**src/rtl/fetch_queue_pkg.sv**
```systemverilog
// Shared fetch/decode types: instruction and address widths, NOP encoding, queue entry layout.
// Imported by the fetch queue and by the decoder.
package fetch_queue_pkg;
  localparam int XLEN = 32;
  localparam int ILEN = 32;

  typedef logic [XLEN-1:0] addr_t;
  typedef logic [ILEN-1:0] instr_t;

  // addi x0, x0, 0 -- harmless opcode shown to decode while the queue is empty
  localparam instr_t NOP_INSTR = 32'h0000_0013;

  typedef struct packed {
    instr_t instr;
    addr_t  pc;
  } fq_entry_t;

  localparam int ENTRY_W = $bits(fq_entry_t);

  function automatic addr_t pc_next(input addr_t pc);
    return pc + addr_t'(4);
  endfunction
endpackage

```
**src/rtl/fetch_queue_if.sv**
```systemverilog
// Fetch-side bundle: instruction memory port, execute-stage redirect and decode handshake.
// master = fetch queue, slave = surrounding pipeline and memory.
interface fetch_queue_if;
  import fetch_queue_pkg::*;

  addr_t  imem_addr;
  logic   imem_req;
  instr_t imem_rdata;
  logic   PCSrcE;
  addr_t  PCTargetE;
  instr_t InstrD;
  addr_t  PCD;
  addr_t  PCPlus4D;
  logic   ValidD;
  logic   ReadyD;

  modport master (
    output imem_addr, imem_req, InstrD, PCD, PCPlus4D, ValidD,
    input  imem_rdata, PCSrcE, PCTargetE, ReadyD
  );

  modport slave (
    input  imem_addr, imem_req, InstrD, PCD, PCPlus4D, ValidD,
    output imem_rdata, PCSrcE, PCTargetE, ReadyD
  );
endinterface

```
**src/rtl/fetch_queue_sync_fifo.sv**
```systemverilog
// Synchronous FIFO with single-cycle flush; head data is combinational from storage.
// Zero-latency read of head, push visible one cycle later, flush overrides push and pop.
module sync_fifo #(
  parameter int DEPTH = 4,
  parameter int WIDTH = 64
) (
  input  logic                     clk,
  input  logic                     rst,
  input  logic                     push_i,
  input  logic [WIDTH-1:0]         push_dat_i,
  input  logic                     pop_i,
  input  logic                     flush_i,
  output logic [WIDTH-1:0]         head_dat_o,
  output logic                     empty_o,
  output logic [$clog2(DEPTH):0]   count_o
);
  localparam int AW = $clog2(DEPTH);

  logic [WIDTH-1:0] mem_q [DEPTH];
  logic [AW-1:0]    wr_ptr_q, wr_ptr_d;
  logic [AW-1:0]    rd_ptr_q, rd_ptr_d;
  logic [AW:0]      count_q, count_d;
  logic             full;
  logic             do_push;
  logic             do_pop;

  assign empty_o    = (count_q == '0);
  assign full       = (count_q == (AW+1)'(DEPTH));
  assign count_o    = count_q;
  assign head_dat_o = mem_q[rd_ptr_q];

  assign do_pop  = pop_i && !empty_o;
  assign do_push = push_i && (!full || do_pop);

  always_comb begin
    wr_ptr_d = wr_ptr_q;
    rd_ptr_d = rd_ptr_q;
    count_d  = count_q;
    if (flush_i) begin
      wr_ptr_d = '0;
      rd_ptr_d = '0;
      count_d  = '0;
    end else begin
      if (do_push) wr_ptr_d = wr_ptr_q + 1'b1;
      if (do_pop)  rd_ptr_d = rd_ptr_q + 1'b1;
      case ({do_push, do_pop})
        2'b10:   count_d = count_q + 1'b1;
        2'b01:   count_d = count_q - 1'b1;
        default: count_d = count_q;
      endcase
    end
  end

  always_ff @(posedge clk or negedge rst) begin
    if (!rst) begin
      wr_ptr_q <= '0;
      rd_ptr_q <= '0;
      count_q  <= '0;
    end else begin
      wr_ptr_q <= wr_ptr_d;
      rd_ptr_q <= rd_ptr_d;
      count_q  <= count_d;
    end
  end

  // Storage needs no reset: validity is tracked entirely by count_q.
  always_ff @(posedge clk) begin
    if (do_push && !flush_i) mem_q[wr_ptr_q] <= push_dat_i;
  end
endmodule

```
**src/rtl/fetch_queue.sv**
```systemverilog
// Instruction fetch queue: fetch PC, credit-checked memory requests, redirect flush, decode-facing FIFO head.
// First instruction reaches ValidD two cycles after its request; ReadyD low stalls the head, issue stops once slots are committed.
module fetch_queue
  import fetch_queue_pkg::*;
#(
  parameter int          DEPTH    = 4,
  parameter logic [31:0] RESET_PC = 32'h0000_0000
) (
  input  logic          clk,
  input  logic          rst,
  fetch_queue_if.master fq
);
  localparam int CW = $clog2(DEPTH) + 1;
  localparam logic [CW:0] DEPTH_L = (CW+1)'(DEPTH);

  addr_t           pc_q, pc_d;
  logic            inflight_q, inflight_d;
  addr_t           inflight_pc_q, inflight_pc_d;

  logic [CW-1:0]   fifo_count;
  logic            fifo_empty;
  logic [ENTRY_W-1:0] fifo_head;
  fq_entry_t       head;
  fq_entry_t       push_entry;
  logic [CW:0]     committed;
  logic            issue;
  logic            push;
  logic            pop;

  // Credit counts only registered state, so a same-cycle pop never unblocks issue.
  assign committed = {1'b0, fifo_count} + (CW+1)'(inflight_q);
  assign issue     = rst && !fq.PCSrcE && (committed < DEPTH_L);

  // A response landing in a redirect cycle belongs to the wrong path.
  assign push = inflight_q && !fq.PCSrcE;
  assign pop  = fq.ValidD && fq.ReadyD;

  assign push_entry = '{instr: fq.imem_rdata, pc: inflight_pc_q};
  assign head       = fq_entry_t'(fifo_head);

  sync_fifo #(
    .DEPTH (DEPTH),
    .WIDTH (ENTRY_W)
  ) u_fifo (
    .clk        (clk),
    .rst        (rst),
    .push_i     (push),
    .push_dat_i (push_entry),
    .pop_i      (pop),
    .flush_i    (fq.PCSrcE),
    .head_dat_o (fifo_head),
    .empty_o    (fifo_empty),
    .count_o    (fifo_count)
  );

  always_comb begin
    pc_d          = pc_q;
    inflight_d    = issue;
    inflight_pc_d = inflight_pc_q;
    if (fq.PCSrcE) begin
      pc_d = fq.PCTargetE;
    end else if (issue) begin
      pc_d          = pc_next(pc_q);
      inflight_pc_d = pc_q;
    end
  end

  always_ff @(posedge clk or negedge rst) begin
    if (!rst) begin
      pc_q          <= RESET_PC;
      inflight_q    <= 1'b0;
      inflight_pc_q <= '0;
    end else begin
      pc_q          <= pc_d;
      inflight_q    <= inflight_d;
      inflight_pc_q <= inflight_pc_d;
    end
  end

  assign fq.imem_addr = pc_q;
  assign fq.imem_req  = issue;
  assign fq.ValidD    = !fifo_empty;
  assign fq.InstrD    = fifo_empty ? NOP_INSTR : head.instr;
  assign fq.PCD       = fifo_empty ? addr_t'(0) : head.pc;
  assign fq.PCPlus4D  = pc_next(fq.PCD);
endmodule

```
**src/flat_wrapper.sv**
```systemverilog
// flat-port wrapper written by rule: the top's interface ports become plain ports
module fetch_queue_flat import fetch_queue_pkg::*;
#(
  parameter int          DEPTH    = 4,
  parameter logic [31:0] RESET_PC = 32'h0000_0000
)
  (clk, rst, fq_imem_addr, fq_imem_req, fq_InstrD, fq_PCD, fq_PCPlus4D, fq_ValidD, fq_imem_rdata, fq_PCSrcE, fq_PCTargetE, fq_ReadyD);
  fetch_queue_if fq_i ();
  input  logic clk;
  input  logic rst;
  output wire logic [$bits(fq_i.imem_addr)-1:0] fq_imem_addr;
  output wire logic [$bits(fq_i.imem_req)-1:0] fq_imem_req;
  output wire logic [$bits(fq_i.InstrD)-1:0] fq_InstrD;
  output wire logic [$bits(fq_i.PCD)-1:0] fq_PCD;
  output wire logic [$bits(fq_i.PCPlus4D)-1:0] fq_PCPlus4D;
  output wire logic [$bits(fq_i.ValidD)-1:0] fq_ValidD;
  input wire logic [$bits(fq_i.imem_rdata)-1:0] fq_imem_rdata;
  input wire logic [$bits(fq_i.PCSrcE)-1:0] fq_PCSrcE;
  input wire logic [$bits(fq_i.PCTargetE)-1:0] fq_PCTargetE;
  input wire logic [$bits(fq_i.ReadyD)-1:0] fq_ReadyD;
  assign fq_imem_addr = fq_i.imem_addr;
  assign fq_imem_req = fq_i.imem_req;
  assign fq_InstrD = fq_i.InstrD;
  assign fq_PCD = fq_i.PCD;
  assign fq_PCPlus4D = fq_i.PCPlus4D;
  assign fq_ValidD = fq_i.ValidD;
  assign fq_i.imem_rdata = fq_imem_rdata;
  assign fq_i.PCSrcE = fq_PCSrcE;
  assign fq_i.PCTargetE = fq_PCTargetE;
  assign fq_i.ReadyD = fq_ReadyD;
  fetch_queue #(.DEPTH(DEPTH), .RESET_PC(RESET_PC)) u_core (.clk(clk), .rst(rst), .fq(fq_i));
endmodule
```
**config.mk**
```make
export PLATFORM = sky130hd
export DESIGN_NAME = fetch_queue_flat
export DESIGN_NICKNAME = d
export VERILOG_FILES = /design/src/rtl/fetch_queue_pkg.sv /design/src/rtl/fetch_queue_if.sv /design/src/rtl/fetch_queue_sync_fifo.sv /design/src/rtl/fetch_queue.sv /design/src/flat_wrapper.sv
export SDC_FILE = /design/constraint.sdc
export NUM_CORES = 1
export LEC_CHECK = 0
export BUFFER_PORTS_ARGS = -buffer_cell sky130_fd_sc_hd__buf_2
export CORE_AREA = 2 2 191 193
export DETAILED_ROUTE_END_ITERATION = 10
export DIE_AREA = 0 0 193 195
export PLACE_DENSITY_LB_ADDON = 0.15
export REMOVE_ABC_BUFFERS = 1
export SLEW_MARGIN = 20
export SYNTH_ARGS = -nofsm -noshare
export SYNTH_HDL_FRONTEND = slang
export SYNTH_SLANG_ARGS = --single-unit
```
**constraint.sdc**
```tcl
create_clock -name clk -period 4.3 [get_ports clk]
set_input_delay 1.075 -clock clk [delete_from_list [all_inputs] [get_ports clk]]
set_output_delay 1.075 -clock clk [all_outputs]
set_load 0.01 [all_outputs]
```
After elaboration in Yosys (flattened, before gate mapping)
Memories as Yosys holds them, arrays and structs flattened. Index checks and enable logic that the tools add are counted.

Reductions and logical operators: 17. Multipliers: 0. Div/mod/pow operators: 0. Shift-type cells: 0. Mux-type cells: 12. Magnitude comparators: 1. Add/sub/neg operators: 7. Equality and inequality tests: 3. Bitwise gates (word level): 1.

Operators with widths (count): $mux 32 (4); $add 32x3->32 const B (2); $mux 2 (4); $logic_and 1x1->1 (7); $pmux 3 s2 (1); $reduce_bool 2->1 (3); $add 2x1->2 const B (2); $add 3x1->4 (1); $lt 4x3->1 const B (1); $add 3x1->3 const B (1); $eq 3x3->1 const B (1); $logic_not 1->1 (3); $logic_not 3->1 (1); $mux 3 (1); $reduce_bool 3->1 (1); $sub 3x1->3 const B (1); $eq 2x1->1 const B (1); $eq 2x2->1 const B (1); $mux 1 (2); $reduce_and 2->1 (1); $logic_or 1x1->1 (1); $not 1->1 (1).

Flip-flop bits (word level): 72. Output and inout port bits: 130. Latch bits: 0. Input bits: 68. Memory bits (read-only): 0. RAM bits: 256. Word-level logic and storage cells: 48. Memories kept: 1.

Memory list: u_core.u_fifo.mem_q (words 4, width 64, read ports 1, clocked after Yosys merged registers in 0, write ports 1, RTL line fetch_queue_sync_fifo.sv:19) `logic [WIDTH-1:0] mem_q [DEPTH];`.

Longest topological paths before layout
Gate-level depths: netlist (run 1).

Word-level depth: 9. Depth in mapped cells: 13. Gate-level depth less buffers: 10.

Cells and area by module
From an unflattened synthesis (run 1), not the netlist that was laid out.

Cell total of the unflattened synthesis: 917. Area total of the unflattened synthesis: 13925.9 µm².

By module, submodules not included: sync_fifo (area each 9785.6 µm², times used 1, cells an instance 397, sequential area each 7862.5 µm²); fetch_queue (area each 4140.2 µm², times used 1, cells an instance 520, sequential area each 1626.6 µm²).

Least setup slack after synthesis (run 1)
OpenSTA, ideal clock, no wires.

Path type: register to output. Start: reg u_core.u_fifo.count_q[0] (netlist: u_core.u_fifo.count_o[0]). End: out fq_PCPlus4D[30]. Path buffers: 4. Path slack: 0.362 ns. Data required time: 3.225 ns. Arrival time: 2.863 ns. Cell stages (with the launch flop): 14. Path through: dfrtp_1 nor3_1 inv_1 clkbuf_1 clkbuf_1 clkbuf_1 and2_1 ha_1 nand2_1 nor3_2 nand3_1 buf_2 nor4_1 xor2_1.

Cells in the longest elaborated chain, start to end: 3.

Ends and longest elaborated chain: start: declaration (RTL line fetch_queue_sync_fifo.sv:22) `logic [AW:0] count_q, count_d;`; start signal: assignment (RTL line fetch_queue_sync_fifo.sv:62) `count_q <= count_d;`; $logic_not 3->1 (RTL line fetch_queue_sync_fifo.sv:27) `assign empty_o = (count_q == '0);`; $mux 32 (RTL line fetch_queue.sv:84) `assign fq.PCD = fifo_empty ? addr_t'(0) : head.pc;`; via fq_PCD[3] (RTL line flat_wrapper.sv:14) `output wire logic [$bits(fq_i.PCD)-1:0] fq_PCD;`; $add 32x3->32 (RTL line fetch_queue_pkg.sv:21) `return pc + addr_t'(4);`; end: declaration (RTL line flat_wrapper.sv:15) `output wire logic [$bits(fq_i.PCPlus4D)-1:0] fq_PCPlus4D;`.

The timed path passes the listed nets, and every way through them passes these cells.

Worst setup path after layout (run 1)
Start: reg u_core.u_fifo.rd_ptr_q[0]. End: out fq_PCPlus4D[22].

Cells in the longest elaborated chain, start to end: 3.

Ends and longest elaborated chain: start: declaration (RTL line fetch_queue_sync_fifo.sv:21) `logic [AW-1:0] rd_ptr_q, rd_ptr_d;`; start signal: assignment (RTL line fetch_queue_sync_fifo.sv:61) `rd_ptr_q <= rd_ptr_d;`; $mem_v2 4x64; $mux 32 (RTL line fetch_queue.sv:84); $add 32x3->32 (RTL line fetch_queue_pkg.sv:21).

Every way passes these cells.

==> results of run 1 <==
## worst min path at each step
stage / from / to / slack (ns) / cells past startpoint
after floorplan: u_core.inflight_pc_q[0] / u_core.u_fifo.mem_q[0][0] / 0.48 / 0
after global placement: u_core.fq.imem_addr[0] / u_core.inflight_pc_q[0] / 0.48 / 2
after detailed placement: u_core.fq.imem_addr[1] / u_core.inflight_pc_q[1] / 0.49 / 2
after CTS: u_core.fq.imem_addr[1] / u_core.inflight_pc_q[1] / 0.50 / 2
after global routing: u_core.fq.imem_addr[1] / u_core.inflight_pc_q[1] / 0.54 / 2
final: u_core.fq.imem_addr[1] / u_core.inflight_pc_q[1] / 0.49 / 2
## final cells by class
| cell class | instances | area, sq um |
|---|---|---|
| multi-input combinational | 535 | 4320 |
| fill | 3135 | 18300 |
| clock buffer | 52 | 1120 |
| timing repair buffer | 225 | 1310 |
| inverter | 23 | 86.3 |
| clock inverter | 17 | 168 |
| tap | 461 | 577 |
| sequential | 328 | 9500 |
## flip-flops by register name (all words and copies together), names as in the netlist
name and flops:
u_core.inflight_q 1, u_core.inflight_pc_q 32, u_core.u_fifo.mem_q 256, u_core.u_fifo.count_o 3
u_core.u_fifo.wr_ptr_q 2, u_core.u_fifo.rd_ptr_q 2, u_core.fq.imem_addr 32
## layout by cell type (no fill, tap or decap), types with 6 or more instances in the layout
cell type / instances
sky130_fd_sc_hd__edfxtp_1: 256
sky130_fd_sc_hd__buf_2: 196
sky130_fd_sc_hd__nand2_1: 157
sky130_fd_sc_hd__dfrtp_1: 70
sky130_fd_sc_hd__and2_1: 55
sky130_fd_sc_hd__mux4_2: 45
sky130_fd_sc_hd__clkbuf_16: 42
sky130_fd_sc_hd__o21ai_0: 31
sky130_fd_sc_hd__nor2_1: 27
sky130_fd_sc_hd__inv_1: 22
sky130_fd_sc_hd__buf_4: 21
sky130_fd_sc_hd__mux4_1: 20
sky130_fd_sc_hd__nand3_1: 19
sky130_fd_sc_hd__a21oi_1: 18
sky130_fd_sc_hd__xor2_1: 16
sky130_fd_sc_hd__nand4_1: 14
sky130_fd_sc_hd__xnor2_1: 14
sky130_fd_sc_hd__and3_1: 12
sky130_fd_sc_hd__nor3_1: 12
sky130_fd_sc_hd__a221o_1: 8
sky130_fd_sc_hd__o311ai_0: 7
sky130_fd_sc_hd__clkinv_2: 7
sky130_fd_sc_hd__clkbuf_1: 6
## power by group through the flow
| stage | clock, mW | sequential [mW] | combinational, mW |
|---|---|---|---|
| finish | 3.23 | 3.87 | 1.80 |
| global route | 3.44 | 3.90 | 1.98 |
| CTS | 3.30 | 3.87 | 1.82 |
| detailed placement | 0 | 3.93 | 1.81 |
| global placement | 0 | 3.92 | 1.80 |
| floorplan | 0 | 3.95 | 0.982 |
## kinds of logic after synthesis
kind of cell,synth area share
DFF,0.674
and+or+nand+nor,0.121
xor gates and xnor gates,0.0187
adders and majority gates,0.00676
muxes,0.116
buffers and inverters,0.0236
AOI/OAI and AO/OA,0.0401
## layer usage
metal	vias up	share of wire	routed length (microns)	global-route usage
met1	4310	0.46	15200	0.244
li1	3979	-	-	-
met2	238	0.47	15500	0.278
met4	0	0.026	875	0.0525
met3	52	0.052	1750	0.0293
met5	-	0	0	0
## synthesized netlist by cell type, drive strengths merged (5+ instances only)
master  count
or2         5
a221o       8
inv        23
nor4       10
edfxtp    256
nand4      17
mux4       65
xnor2      14
nand2     157
dfrtp      72
o21ai      31
nor3       16
mux2        5
ha          6
o311ai      7
a21oi      18
and3       12
xor2       16
buf        19
nor2       28
clkbuf     30
and2       59
nand3      21
## per-stage QoR
stage	hold WS [ns]	setup WS (ns)	utilization	power (mW)	setup TNS (ns)
6_report	0.487	0.0709	0.482	8.89	0
5_1_grt	0.538	-0.0174	0.482	9.32	-0.0879
4_1_cts	0.497	0.0183	0.479	8.99	0
3_5_place_dp	0.485	0.322	0.442	5.74	0
3_3_place_gp	0.481	0.356	0.442	5.72	0
2_1_floorplan	0.476	-1.79	-	4.93	-44.77
## critical path, stage by stage (launching register included)
cell and delay [ns]:
sky130_fd_sc_hd__dfrtp_4 0.51, sky130_fd_sc_hd__buf_12 0.20, sky130_fd_sc_hd__mux4_1 0.42, sky130_fd_sc_hd__nand2_1 0.16
sky130_fd_sc_hd__nor2_2 0.35, sky130_fd_sc_hd__nand3_4 0.17, sky130_fd_sc_hd__or4_1 0.50, sky130_fd_sc_hd__a21oi_1 0.17
sky130_fd_sc_hd__buf_2 0.15
## repair_timing
item | in CTS | in global routing
pin swaps | 0 | 5
gates cloned | 0 | 2
setup endpoints to repair | 14 | 11
gates resized for setup | 6 | 10
buffers inserted | 0 | 7
==> results.txt, run 1 <==
- Largest fanout on the critical path: 36
- Number of nets with antenna violations after routing: 0
- Setup violations remaining at the end of the flow were counted as 0.
- The worst path needs around 4.2 ns of the cycle, external delays included.
- VDD sags by at most around 0.24 mV.
* Aggregate routed wire length: about 33 mm
- First-pass GRT wire length: 50.1 mm
- Clock latency on the worst-skew pair, taken at its later pin, is 0.51 ns.
- The worst setup path is launched from a flop.
- Run status: complete, no violations
- Warnings from Yosys: 0
- Dividing the synthesized area by the synthesized cell count gives about 15 sq um.
- Critical path destination: fq_PCPlus4D[22]
- Overflow after GRT: 0
- The synthesized netlist contains 55 unique library cells.
* Highest achievable clock rate: 236 MHz
- Summed over all nets, the switching power comes to 2.46 mW.
- Max-cap violations in this run came to 0.
- The biggest area contributor in the post-synthesis netlist is sky130_fd_sc_hd__edfxtp_1.
- In this run the tool buffered the top-level ports with just under 200 buffer cells.
- Pin count of the biggest net entering global routing: 77
* GRT Resource Usage Total: 0.174
- DPL Wire Length: 21.5 mm
- Reg-to-reg critical path startpoint: u_core.u_fifo.count_o[0]
- Starting density of the core: 0.398
- The analysis attributes to cell leakage a power of 6.62 nW.
* Height of the chip: 195 microns
- The die covers 37600 sq um.
* Max transition margin: 0.362
- Final Hold Viols: 0
- H-tree lvl count: 2
- Switching share of power: 0.277
- Hold repair after CTS inserted 0 buffers.
* Cell Area, Synth: 14100 sq um
- From synthesis to final layout, the design area changed by 21.3%.
* Internal Dissipation: around 6.4 mW
- Pin placement for this block handled just under 200 I/O pins.
- In the final routed layout, each cell accounts on average for between 20 and 25 microns.
- Depth of the worst register-to-register path: 10
* Fraction of layout instances using a drive strength above 1: 0.309
- The number of clock buffers added by TritonCTS is 38.
* Placer Congestion: 0.793
- After detailed placement, the total cell area comes to approximately 16000 sq um.
- Combinational cell fraction of total power: 0.202
- In this run the worst setup path begins at u_core.u_fifo.rd_ptr_q[0].
- Sequential cell area fraction in the yosys report: 0.674
* Unrepaired setup endpoints after global routing: yes
- TritonCTS built the clock tree.
- No sink is reached through more buffers than the 3 on the longest clock path.
- The most used flip-flop cell after synthesis is sky130_fd_sc_hd__edfxtp_1.
- Yosys mapped a number of flops with a built-in enable equal to about 260.
* Power density of the placed cells: 521 nW/um^2
* Async SR Flop Fraction: 0.220
* CP arrival: roughly 3.2 ns
* Site Rows: 69
* Data required time of the worst path: roughly 3.2 ns
- Initial antenna violation count: 0
- The floorplan step set the die width to 193 microns.
- Reg-to-reg setup timing slack: roughly 1.8 ns
- Final period utilization: 0.984
- The number of antenna diodes in the final layout is 0.
- Hold crit path type: flop to flop
- The finished cells cover around 17000 sq um.
- In the final design database the tool counted roughly 1200 nets.
- Cell total after placement: approximately 1600
* Part of the power in registers: 0.435
- Clock-pin slew was measured on the worst setup and hold paths at around 0.060 ns.
- The number of global-route vias before repair came to about 8700.
- Type of the worst setup path: flop to output port
* Portion of synthesized cell area occupied by the leading cell type: 0.546
- Count of vias placed by the detailed router: roughly 8600
- Synthesis inferred around 330 register bits.
- For the final database, setup skew stands at about 0.0087 ns.
- The total area inside the core boundary comes to about 35000 sq um.
- In this run, the number of DRC markers left after iteration 0 of detailed routing was just under 600.
- Excluding fillers, the count of instances in the completed layout stands at 1641.
- At the pin with the least slew margin, the transition time is 0.957 ns.
- The tree built by TritonCTS fans out to 328 sinks.
- The number of pins exceeding their max-slew limit in the final report was 0.
- Via/cell ratio: 5.23
- Post-detailed-route DRC marker count: 0
- Clk pwr share: 0.363
- The cell count after synthesis came out at 934.
- The worst setup path is captured at an output port.
- The endpoint identified for the worst register-to-register timing path is u_core.u_fifo.count_o[2].
* Clock Tree Root: sky130_fd_sc_hd__clkbuf_16
- Pre-Repair DR Iteration Count: 4
* Leading cell types by total area after synthesis: sky130_fd_sc_hd__edfxtp_1 (55%), sky130_fd_sc_hd__dfrtp_1 (13%), sky130_fd_sc_hd__mux4_2 (6.7%), sky130_fd_sc_hd__mux4_1 (4.3%), sky130_fd_sc_hd__nand2_1 (4.2%)
(Power assumes the default switching activity.)
==> inputs of run 2 (changes only) <==
==> constraint.sdc (replaced) <==
create_clock -name clk -period 4.05 [get_ports clk]
set_input_delay 0.81 -clock clk [delete_from_list [all_inputs] [get_ports clk]]
set_output_delay 0.81 -clock clk [all_outputs]
set_load 0.01 [all_outputs]
==> run 2 against run 1 <==
Setup slack better by 0.015 ns. Worst hold slack better by 0.0041 ns. Clock power rose by 2%. Sequential power is 6.2% higher. Sequential cell count did not move. Wire length decreased by 0.48%. Core utilization fell by 0.13 points. Clock skew grew 0.014 ns. Non-clock buffer count rose by 2. Via count down 0.44%. Sequential share of layout area increased by 0.16 points. Highest routed layer is now met5.
==> results.txt, run 2 (synthesis gave the netlist of run 1 again) <==
- The floorplan step defined a die boundary enclosing 37600 sq um.
- Sequential cell area: 9500 sq um
* Area of the core region: 35400 sq um
- CP arrival: roughly 3.2 ns
* Total power consumption of the routed design: 9.33 mW
- Pre-Repair DR Iteration Count: 5
- H-tree lvl count: 2
- Top-level port count: between 150 and 200
- Counting along the longest clock path gives a buffer depth of 3.
* Worst-case setup slack after placement: slightly below 0.2 ns
* Number of port buffers: a little under 200
* Drt initial violations: about 500
- Placer Congestion: roughly 0.79
* Max-capacitance violation count: 0
- STA classifies the critical path startpoint as a flop.
- Delay of the slowest cell on the worst path: between 0.5 and 0.6 ns
- Area used by multi-input combinational logic: ~4400 sq um
- Worst hold slack after final layout: 0.491 ns
- In this run the tightest slew margin relative to its limit is 0.362.
- Final Hold Viols: 0
- The flow ran to the end, and the final reports show no timing, DRC or antenna violations.
- For this configuration, the core starts out at a cell density of 0.398.
- The finished cells cover 17000 sq um.
* Via count of the first global-routing pass: slightly below 9000
- Data on the critical path is required at its endpoint by about 3.2 ns.
* Initial antenna violation count: 1
- Worst path cell trace: mux4_1 > and2_1 > ha_2 > nand2_1 > nor3_4 > nand3_4 > buf_4 > nor4_2 > xor2_1 > buf_2
- Antenna cells: 0
* Pin count of the biggest net entering global routing: 73
- Register with the most flip-flops: u_core.u_fifo.mem_q
- In the final design database the tool counted ~1200 nets.
- Synthesis-to-layout area growth: 21.0%
* Count of vias placed by the detailed router: ~8500
* Slew at the pin closest to its max-slew limit: 0.957 ns
* DPL Wire Length: between 20 and 25 mm
* Overflow after GRT: 0
- On the final layout, the worst clock skew is approximately 0.022 ns.
- The later pin in the worst-skew pair is clocked with a latency of about 0.52 ns.
- The critical path is of the flop to output port type.
- Cell with the biggest individual delay on the critical path: sky130_fd_sc_hd__dfrtp_4
- Dividing the detail-routed via count by the number of cells gives between 5 and 6.
- In this run, CTS created clock tree buffers numbering 37.
- Commonest cells after routing, fill and taps aside: sky130_fd_sc_hd__edfxtp_1 (256), sky130_fd_sc_hd__buf_2 (196), sky130_fd_sc_hd__nand2_1 (157)
- Number of nets with antenna violations after routing: 0
- The tree is rooted in a sky130_fd_sc_hd__clkbuf_16.
- TritonCTS Sinks: 328
- Detail-routed net length per standard cell: approximately 20 microns
* Total leakage power: approximately 6.6 nW
* Die X: around 190 microns
* Hold crit path type: flop to flop
- Share of the core filled with cells: 0.481
* Placed Area: around 16000 sq um
* Site Rows: 69
- Largest fanout on the critical path: 6
* Number of hold buffers added after CTS: 0
- Of the available clock period, the critical path in the final layout requires 0.979.
- Setup violation total in the final timing report: 0
- Worst-case setup margin in the final layout: ~0.086 ns
- Endpoint class of the critical path: output port
* Unrepaired setup endpoints after global routing: yes
- TritonCTS built the clock tree.
- The register with the most flip-flops in the layout has 256 of them.
- Height of the chip: between 150 and 200 microns
- Total of fill cells in the finished design: 3092
- Static timing analysis puts the maximum clock frequency at between 200 and 300 MHz.
* GRT Resource Usage Total: 0.177
- Highest ir drop seen on vdd: between 0.2 and 0.3 mV
- CTS clock-pin slew for the worst setup and hold paths: roughly 0.050 ns
* Clock period minus worst slack: 3.96 ns
* First-pass GRT wire length: between 50 and 60 mm
- The library cell used most frequently in the layout, excluding fill and tap cells, is sky130_fd_sc_hd__edfxtp_1.
* Aggregate routed wire length: approximately 33 mm
* Final Max Tran Viols: 0
* Post-detailed-route DRC marker count: 0
- In the final layout, the share of cells above drive strength 1 is 0.315.
* Power density of the placed cells: between 500 and 600 nW/um^2
==> run 2: changes by cell type in the layout (fill, tap and decap cells not counted), moves of 2 or more <==
cell,delta
sky130_fd_sc_hd__buf_4,+2
sky130_fd_sc_hd__clkbuf_16,-3
sky130_fd_sc_hd__clkinvlp_4,+2
sky130_fd_sc_hd__nor3_1,-2
sky130_fd_sc_hd__nor3_2,+2
sky130_fd_sc_hd__nor4_1,-2
sky130_fd_sc_hd__nor4_4,+2
==> run 2: timing repair <==
item / CTS / global route
endpoints found under the hold margin: 0 / 0
endpoints found under the setup margin: 14 / 12
buffers inserted: 0 / 7
resized for setup: 9 / 20
pin swaps: 0 / 3
==> run 2: metal layers <==
metal	GRT usage	wire length [microns]	up-vias
met5	0	9	-
met4	0.0480	746	2
met3	0.0306	1980	48
met2	0.279	15400	274
met1	0.255	15100	4237
li1	-	-	3980
==> run 2: per-stage QoR <==
stage	std cells	TNS, ns
after floorplan	885	-42.78
after global placement	1566	0
after detailed placement	1566	0
after CTS	1633	0
after global routing	1640	-0.198
final	1640	0
==> run 2: worst max-delay path, delay by kind of cell (launching register included) <==
kind                     cells  cell delay, ns
AND/OR/NAND/NOR              5            1.00
XOR/XNOR                     1            0.17
adder cells (fa/ha/maj)      1            0.20
flip-flops                   1            0.52
multiplexers                 1            0.39
buffers and inverters        2            0.35
==> run 2: cell type report <==
| cell class | count | area share |
|---|---|---|
| sequential | 328 | 0.558 |
| clock inverter | 16 | 0.00801 |
| tap | 461 | 0.0339 |
| clock buffer | 51 | 0.0629 |
| timing repair buffer | 227 | 0.0765 |
| multi-input combinational | 534 | 0.256 |
| inverter | 23 | 0.00507 |
==> run 2: worst paths after layout <==
kind / cells after the start / slack [ns] / startpoint / to
worst min register to register: 2 / 0.49 / u_core.fq.imem_addr[1] / u_core.inflight_pc_q[1]
worst max register to register: 7 / 1.49 / u_core.u_fifo.count_o[0] / u_core.fq.imem_addr[18]
min in group asynchronous: 2 / 0.56 / rst / u_core.fq.imem_addr[30]
worst max-delay path: 10 / 0.09 / u_core.u_fifo.rd_ptr_q[0] / fq_PCPlus4D[20]
max in group asynchronous: 2 / 2.74 / rst / u_core.u_fifo.rd_ptr_q[0]
worst min-delay path: 2 / 0.49 / u_core.fq.imem_addr[1] / u_core.inflight_pc_q[1]
==> run 2: power breakdown <==
part | switching (mW) | internal (mW) | total, mW
combinational | 1.12 | 0.816 | 1.94
clock | 1.31 | 1.98 | 3.29
sequential | 0.215 | 3.89 | 4.11
total | 2.64 | 6.69 | 9.33
==> inputs of run 3 (changes only) <==
PLACE_DENSITY_LB_ADDON = default   (was 0.15)
==> run 3 against run 2 <==
Combinational power about the same. Sequential share of layout area is essentially flat. Core utilization about the same. Worst hold slack got worse by 0.26 ns. Sequential cell count is the same. Largest power group unchanged. Non-clock buffer count increased by 1. Via count is 0.84% higher. Wire length is 2.4% lower. Global-route usage decreased by 0.56 points.
==> results.txt, run 3 (synthesis gave the netlist of run 1 again) <==
* Hold crit path type: input port to async pin
* Number of hold buffers added after CTS: 0
* Max Buffers Root-to-Sink: 3
- Setup violations remaining at the end of the flow were counted as 0.
* Total leakage power: roughly 6.6 nW
- Overflow after GRT: 0
- GRT Resource Usage Total: 0.171
- Clk pwr share: 0.363
* Register with the most flip-flops: u_core.u_fifo.mem_q
* Highest ir drop seen on vdd: between 0.2 and 0.3 mV
- TritonCTS built the clock tree.
- Internal Dissipation: 6.85 mW
* Power density of the placed cells: about 560 nW/um^2
* Pre-Repair DR Iteration Count: 5
- Aggregate routed wire length: 32.4 mm
- Of the total power, the share spent switching nets is 0.276.
- The run finished with clean final reports.
- Number of nets in the final layout: ~1200
* Height of the chip: ~200 microns
* Worst-case setup slack after placement: 0.0494 ns
* Crit start category: flop
- Slew at the pin closest to its max-slew limit: just under 0.8 ns
* Commonest cells after routing, fill and taps aside: sky130_fd_sc_hd__edfxtp_1 (256), sky130_fd_sc_hd__buf_2 (196), sky130_fd_sc_hd__nand2_1 (155)
- At the later pin of the worst-skew pair, clock insertion delay measures between 0.5 and 0.6 ns.
* Starting density of the core: 0.398
- Once placement completed, the tool counted placed cells totaling around 1600.
- Initial antenna violation count: 0
* Share of the core filled with cells: 0.481
- The startpoint identified for the worst register-to-register timing path is u_core.u_fifo.count_o[0].
- Drt initial violations: roughly 520
- In the final layout, the share of cells above drive strength 1 is 0.312.
- Number of port buffers: slightly below 200
* Final period utilization: 0.967
- Synthesis-to-layout area growth: 20.9%
- In this run the remaining antenna-violating nets after routing total 0.
* DPL Wire Length: between 20 and 25 mm
- Post-detailed-route DRC marker count: 0
* Part of the power in registers: 0.434
- CTS clock-pin slew for the worst setup and hold paths: 0.06 ns
* Largest clock skew in the final design: between 0.02 and 0.025 ns
- TritonCTS Sinks: 328
* Data required time of the worst path: approximately 3.2 ns
- Final non-filler cell total: approximately 1600
- Worst-case setup margin in the final layout: approximately 0.13 ns
* Most common library cell in the layout ignoring fill and taps: sky130_fd_sc_hd__edfxtp_1
* Pin count of the biggest net entering global routing: between 70 and 80
- H-tree lvl count: 2
- STA classifies the critical path endpoint as an output port.
- Count of vias placed by the detailed router: roughly 8600
- Placer Congestion: 0.814
- The number of antenna diodes in the final layout is 0.
- Row generation in the floorplan step produced between 60 and 70 rows.
- The floorplan step defined a core boundary enclosing roughly 35000 sq um.
- Max transition margin: 0.479
- After detailed routing, the number of vias per cell comes to 5.26.
* Via count of the first global-routing pass: around 8600
* Combinational cell fraction of total power: 0.202
- Subtracting the final worst setup slack from the clock period gives 3.92 ns.
* Number of flip-flops under the largest register name: 256
* First-pass GRT wire length: between 40 and 50 mm
* Type of the worst setup path: flop to output port
- The die covers 37600 sq um.
- The tool flagged a number of max-cap violations equal to 0.
* Detail-routed net length per standard cell: a little under 20 microns
- Top-level port count: between 150 and 200
- In this run the horizontal extent of the chip is between 150 and 200 microns.
* Highest achievable clock rate: roughly 260 MHz
- Largest fanout on the critical path: 11
- Clock buffer count from CTS: 36
* CP arrival: approximately 3.1 ns
* Final Max Tran Viols: 0
- The critical path starts at u_core.u_fifo.rd_ptr_q[0].
- Clock Tree Root: sky130_fd_sc_hd__clkbuf_16
- NetSw: ~2.6 mW
- The count of endpoints failing hold in the final timing report is 0.
[run 3: path summary, 6_finish.rpt]
| kind | end | slack (ns) | cells after the start |
|---|---|---|---|
| max in group asynchronous | u_core.u_fifo.rd_ptr_q[0] | 2.81 | 2 |
| worst max register to register | u_core.u_fifo.count_o[2] | 1.46 | 10 |
| worst max-delay path | fq_PCPlus4D[22] | 0.13 | 9 |
| min in group clk | u_core.fq.imem_addr[23] | 0.50 | 3 |
| worst min-delay path | u_core.fq.imem_addr[0] | 0.23 | 1 |
| worst min register to register | u_core.inflight_pc_q[1] | 0.50 | 2 |
[run 3: what timing repair did]
item                       CTS  global route
buffers inserted             3             4
pin swaps                    1             6
setup endpoints to repair   15            14
resized for setup            7            18
[run 3: layer usage]
| metal | global-route usage | wire length [microns] | vias up |
|---|---|---|---|
| met4 | 0.0533 | 758 | 0 |
| li1 | - | - | 3974 |
| met1 | 0.246 | 14800 | 4312 |
| met3 | 0.0261 | 1810 | 55 |
| met2 | 0.270 | 15100 | 272 |
| met5 | 0 | 0 | - |
[run 3: critical path, stage by stage (launching register included)]
cell and delay, ns:
sky130_fd_sc_hd__dfrtp_4 0.51, sky130_fd_sc_hd__buf_4 0.21, sky130_fd_sc_hd__buf_4 0.21, sky130_fd_sc_hd__mux4_1 0.35, sky130_fd_sc_hd__nand2_2 0.11, sky130_fd_sc_hd__a211oi_4 0.24, sky130_fd_sc_hd__nand3_2 0.18, sky130_fd_sc_hd__or4_1 0.43
sky130_fd_sc_hd__a21oi_1 0.18, sky130_fd_sc_hd__buf_2 0.16
[run 3: through the flow]
step	setup TNS, ns	hold WS (ns)	area (sq um)	total power, mW
2_1_floorplan	-42.78	0.476	13800	5.23
3_3_place_gp	0	0.472	15600	6.05
3_5_place_dp	0	0.486	15600	6.06
4_1_cts	0	0.233	17000	9.53
5_1_grt	-0.00844	0.240	17000	9.89
6_report	0	0.228	17000	9.46
[run 3: final cells by class]
class | count | area, sq um
clock buffer | 41 | 951
clock inverter | 24 | 300
fill | 3102 | 18400
inverter | 23 | 86.3
multi-input combinational | 534 | 4340
sequential | 328 | 9500
tap | 461 | 577
timing repair buffer | 228 | 1270
[run 3: power groups by stage]
stage	clock network (mW)	logic, mW	registers [mW]
after floorplan	0	1.04	4.19
after global routing	3.65	2.10	4.14
final	3.44	1.91	4.11
after global placement	0	1.87	4.17
after detailed placement	0	1.88	4.19
after CTS	3.51	1.92	4.11
